`src/rtl/sha256_pkg.sv`:
```
// Shared SHA-256 helpers for the bit-serial datapath: function select,
// rotate/shift amounts and the combined sigma function.
package sha256_pkg;

    localparam int unsigned WORD_W = 32;
    localparam int unsigned IDX_W  = 5;

    typedef enum logic [1:0] {
        SIG0  = 2'd0,
        SIG1  = 2'd1,
        BSIG0 = 2'd2,
        BSIG1 = 2'd3
    } sigma_func_e;

    localparam int unsigned SIG0_R1  = 7;
    localparam int unsigned SIG0_R2  = 18;
    localparam int unsigned SIG0_S   = 3;
    localparam int unsigned SIG1_R1  = 17;
    localparam int unsigned SIG1_R2  = 19;
    localparam int unsigned SIG1_S   = 10;
    localparam int unsigned BSIG0_R1 = 2;
    localparam int unsigned BSIG0_R2 = 13;
    localparam int unsigned BSIG0_R3 = 22;
    localparam int unsigned BSIG1_R1 = 6;
    localparam int unsigned BSIG1_R2 = 11;
    localparam int unsigned BSIG1_R3 = 25;

    function automatic logic [WORD_W-1:0] rotr(input logic [WORD_W-1:0] w,
                                               input int unsigned n);
        return (w >> n) | (w << (WORD_W - n));
    endfunction

    function automatic logic [WORD_W-1:0] sigma(input sigma_func_e func,
                                                input logic [WORD_W-1:0] w);
        logic [WORD_W-1:0] r;
        r = '0;
        case (func)
            SIG0:  r = rotr(w, SIG0_R1) ^ rotr(w, SIG0_R2) ^ (w >> SIG0_S);
            SIG1:  r = rotr(w, SIG1_R1) ^ rotr(w, SIG1_R2) ^ (w >> SIG1_S);
            BSIG0: r = rotr(w, BSIG0_R1) ^ rotr(w, BSIG0_R2) ^ rotr(w, BSIG0_R3);
            BSIG1: r = rotr(w, BSIG1_R1) ^ rotr(w, BSIG1_R2) ^ rotr(w, BSIG1_R3);
            default: r = '0;
        endcase
        return r;
    endfunction

endpackage

```
`src/rtl/sha256_sigma_serial_bclk_edge.sv`:
```
// bclk record/play edge detector shared by all bit-serial stages.
// rec/play are single-clk strobes derived from the registered bclk level.
module bclk_edge (
    input  logic clk,
    input  logic rst_n,
    input  logic bclk,
    output logic rec,
    output logic play
);

    logic bclk_prev;

    always_ff @(posedge clk or negedge rst_n) begin
        if (!rst_n) begin
            bclk_prev <= 1'b0;
        end else begin
            bclk_prev <= bclk;
        end
    end

    assign rec  = !bclk_prev && bclk;
    assign play = bclk_prev && !bclk;

endmodule

```
`src/rtl/sha256_sigma_serial.sv`:
```
// Bit-serial SHA-256 sigma unit: records a 32-bit LSB-first word and plays
// f(word) during the next word period. Optional SHA256_SIGMA_SYNC_CHECK_EN adds sync_err.
module sha256_sigma_serial
    import sha256_pkg::*;
#(
    parameter int unsigned FUNC = 0
) (
    input  logic clk,
    input  logic rst_n,
    input  logic bclk,
    input  logic in,
    input  logic sof,
    output logic out,
    output logic out_sof,
    output logic out_valid
`ifdef SHA256_SIGMA_SYNC_CHECK_EN
    ,
    output logic sync_err
`endif
);

    localparam sigma_func_e FUNC_SEL = sigma_func_e'(2'(FUNC));
    localparam logic [IDX_W-1:0] LAST_IDX = IDX_W'(WORD_W - 1);

    if (FUNC > 3) begin : g_bad_func
        $error("sha256_sigma_serial: FUNC must be 0..3");
    end

    logic                rec;
    logic                play;
    logic [IDX_W-1:0]    ridx;
    logic [IDX_W-1:0]    pidx;
    logic [WORD_W-2:0]   collect;
    logic [WORD_W-1:0]   result;

    bclk_edge u_edge (
        .clk   (clk),
        .rst_n (rst_n),
        .bclk  (bclk),
        .rec   (rec),
        .play  (play)
    );

    // Record side: sof always restarts the frame, so a sof on bit 31 suppresses the transfer.
    always_ff @(posedge clk or negedge rst_n) begin
        if (!rst_n) begin
            ridx      <= '0;
            pidx      <= '0;
            collect   <= '0;
            result    <= '0;
            out       <= 1'b0;
            out_sof   <= 1'b0;
            out_valid <= 1'b0;
        end else if (rec) begin
            if (sof) begin
                collect[0] <= in;
                ridx       <= IDX_W'(1);
            end else if (ridx == LAST_IDX) begin
                result    <= sigma(FUNC_SEL, {in, collect});
                pidx      <= '0;
                out_valid <= 1'b1;
                ridx      <= '0;
            end else begin
                collect[ridx] <= in;
                ridx          <= ridx + IDX_W'(1);
            end
        end else if (play) begin
            out     <= result[pidx];
            out_sof <= out_valid && (pidx == '0);
            pidx    <= pidx + IDX_W'(1);
        end
    end

`ifdef SHA256_SIGMA_SYNC_CHECK_EN
    always_ff @(posedge clk or negedge rst_n) begin
        if (!rst_n) begin
            sync_err <= 1'b0;
        end else if (rec && sof && (ridx != '0)) begin
            sync_err <= 1'b1;
        end
    end
`endif

endmodule

```
`config.mk`:
```
export PLATFORM = sky130hd
export DESIGN_NAME = sha256_sigma_serial
export DESIGN_NICKNAME = d
export VERILOG_FILES = /design/src/rtl/sha256_pkg.sv /design/src/rtl/sha256_sigma_serial_bclk_edge.sv /design/src/rtl/sha256_sigma_serial.sv
export SDC_FILE = /design/constraint.sdc
export NUM_CORES = 1
export LEC_CHECK = 0
export ABC_AREA = 1
export CAP_MARGIN = 20
export CORE_MARGIN = 2
export CORE_UTILIZATION = 35
export CTS_CLUSTER_SIZE = 24
export DETAILED_ROUTE_END_ITERATION = 10
export GPL_TIMING_DRIVEN = 0
export PLACE_DENSITY = 0.48
export SLEW_MARGIN = 20
export SYNTH_ARGS = -nofsm -noshare
export SYNTH_HDL_FRONTEND = slang
export SYNTH_HIERARCHICAL = 1
export SYNTH_SLANG_ARGS = --single-unit
```
`constraint.sdc`:
```
create_clock -name clk -period 3.74 [get_ports clk]
set_input_delay 0.374 -clock clk [delete_from_list [all_inputs] [get_ports clk]]
set_output_delay 0.374 -clock clk [all_outputs]
set_load 0.01 [all_outputs]
```
==> key figures <==
CTS
  • # hold bufs at CTS: 0
  • CTS H-tree lvls: 3
  • Clock root cell: clkbuf_16
  • CTS sink cnt: 77
  • CTS max path bufs: 2
  • Postcts setup bufs: 0
  • CTS resizes: 0
  • Clock transition at path regs: 0.06 ns
  • CTS tree: done
  • Number of CTS-inserted buffers: 9
  • Worst-Skew Late Latency: 0.34 ns

Outcome
  • Outcome: completed

Synth
  • Syn nets: 505
  • Top_reg_cell synth: dfrtp_1
  • Syn. warnings: 6
  • Sequential area share after synthesis: 0.471
  • Number of synthesized flops with an enable pin: 0
  • Cell with the most instances after synthesis: nand2_1
  • FF+latch count, synth: 77
  • Synth cell count leaders: nand2_1 (95), dfrtp_1 (77), nor2_1 (69)
  • Leading area contributor after synthesis: dfrtp_1
  • Post-Syn Area: 0.00409 sq mm
  • Yosys top cell area share: 0.471
  • Syn_area_per_cell: 8.29 sq um
  • Synth top area cells: dfrtp_1 (47%), nand2_1 (8.7%), xor2_1 (7.1%), xnor2_1 (6.4%), nor2_1 (6.3%)
  • Syn Inst Count: 493
  • Fraction of registers with async set/reset: 1.00
  • Post-synth cell types: 24

Detailed routing
  • Routed Wire Length: 9960 um
  • Final ANT Viol Nets: 0
  • DR vias/cell: 4.69
  • DRC Markers: 0
  • First drt pass iteration count: 4
  • Vias: 3093
  • Iter 0 DRT Violations: 163
  • Routed wire per std cell: 15.1 um

Floorplan
  • Cell Rows: 39
  • Die area: 0.0126 sq mm
  • Die Ht: 112 um
  • Die outline width: 112 um
  • Ports: 8
  • Floorplan core area: 0.0114 sq mm
  • Starting Density: 0.358

Pwr
  • Worst vdd ir: 0.360 mV
  • Leak: 2.15 nW
  • Pwr dens: 572 mW/mm^2

Global routing
  • Total global-route track usage: 0.172
  • Vias in the first global route: 2955
  • Initial antenna violation count: 0
  • Grt ovf: 0
  • First-pass GRT wire length: 16500 um
  • Largest net degree at the start of global routing: 45

Placed design
  • Placed insts: 644
  • Place WS: 1.30 ns
  • Final Wtd Congestion: 0.803
  • Hpwl dp: 7630 um
  • Port Buffers: 7

Timing
  • Period utilization: 0.552
  • RSZ-0062 raised after global routing: no
  • Clock Skew: 0.00650 ns
  • Max-slew violation count: 0
  • Worst Setup Slack, final: 1.68 ns
  • Period minus WS final: 2.06 ns
  • Final setup fails: 0
  • Final Hold Fails: 0
  • TNS Setup: 0 ns
  • Rel. slew slack: 0.607
  • Max Clk Rate: 0.485 GHz
  • Slew @ Worst Pin: 0.589 ns

Critical path
  • Critical path endpoint category: flip-flop
  • Startpoint Class: input pin
  • WS Path Type: input pin to flip-flop
  • Critical Path RT: 4.00 ns
  • WP data arrival: 2.32 ns
  • Crit Path Max Fanout: 8

Finish
  • NumNets Final: 524
  • Fillers: 1199
  • Syn-to-layout area delta: 14.2%
  • Non-filler cells, final: 660
  • Ant diodes: 0
  • Layout Utilization: 0.409
  • Ratio of cells with drive above 1 in the final layout: 0.0619

Worst hold path
  • Hold/Removal Path Class: input pin to asynchronous set/reset pin

Job
  • Max Cap Violations: 0
-- critical path: stages --
cell and delay [ns]:
clkdlybuf4s50_1 0.50, inv_1 0.05, nor2_1 0.45, nand2_4 0.14
nor2_4 0.19, nand2_1 0.24, nor2_1 0.21, nor2_1 0.06
a21oi_1 0.11
-- cell type report --
type	instances	area [sq um]	area share
Clock buffer	13	270	0.0579
Sequential cell	77	1930	0.413
Buffer	15	86.3	0.0185
Clock inverter	3	42.5	0.00912
Timing Repair Buffer	8	87.6	0.0188
Tap cell	143	179	0.0383
Multi-Input combinational cell	355	1900	0.408
Inverter	46	173	0.0370
-- per-stage QoR --
stage	hold WS (ns)	area, sq um	total power [mW]
6_report	0.0420	4670	2.67
3_3_place_gp	0.465	4340	1.79
4_1_cts	0.0649	4670	2.71
5_1_grt	0.0981	4670	2.84
3_5_place_dp	0.428	4350	1.79
2_1_floorplan	0.0784	4090	1.56
-- power by group --
part	switching, mW	internal [mW]
clock network	0.330	0.570
registers	0.144	0.942
logic	0.399	0.285
-- cells by family after synthesis --
kind of cell	count (synthesis)	synth area share
adders and majority gates	7	0.0214
DFF	77	0.471
AOI/OAI and AO/OA	80	0.0986
and+or+nand+nor	205	0.210
xor gates and xnor gates	63	0.135
buffers and inverters	61	0.0634
-- worst paths after layout --
| kind | from | slack [ns] | depth (start not counted) | endpoint |
|---|---|---|---|---|
| setup / recovery | bclk | 1.68 | 9 | collect[7] |
| hold / removal | rst_n | 0.04 | 1 | out_valid |
| setup reg to reg | ridx[0] | 1.72 | 11 | result[24] |
| hold reg to reg | result[3] | 0.49 | 2 | result[3] |
| max in group asynchronous | rst_n | 3.09 | 2 | collect[14] |
| min in group clk | result[3] | 0.49 | 2 | result[3] |
-- per-layer routing --
layer	vias up	track usage	part of all wire
met5	-	0	0
met3	8	0.0367	0.025
li1	1591	-	-
met2	33	0.276	0.48
met1	1461	0.236	0.48
met4	0	0.0512	0.013
-- state kept, by name, summed over array words and instances (netlist names) --
register          count
out_sof               1
out                   1
result               32
collect              31
out_valid             1
u_edge/bclk_prev      1
pidx                  5
ridx                  5
-- placed cells by master (no fill, tap or decap), types with 9 or more instances in the layout --
cell       synthesis  layout
nand2_1           95      95
dfrtp_1           77      77
nor2_1            69      69
inv_1             44      44
o21ai_0           41      41
a21oi_1           36      36
xor2_1            33      33
xnor2_1           30      30
nand3_1           29      29
clkbuf_16          0       9
(Power assumes the default switching activity.)
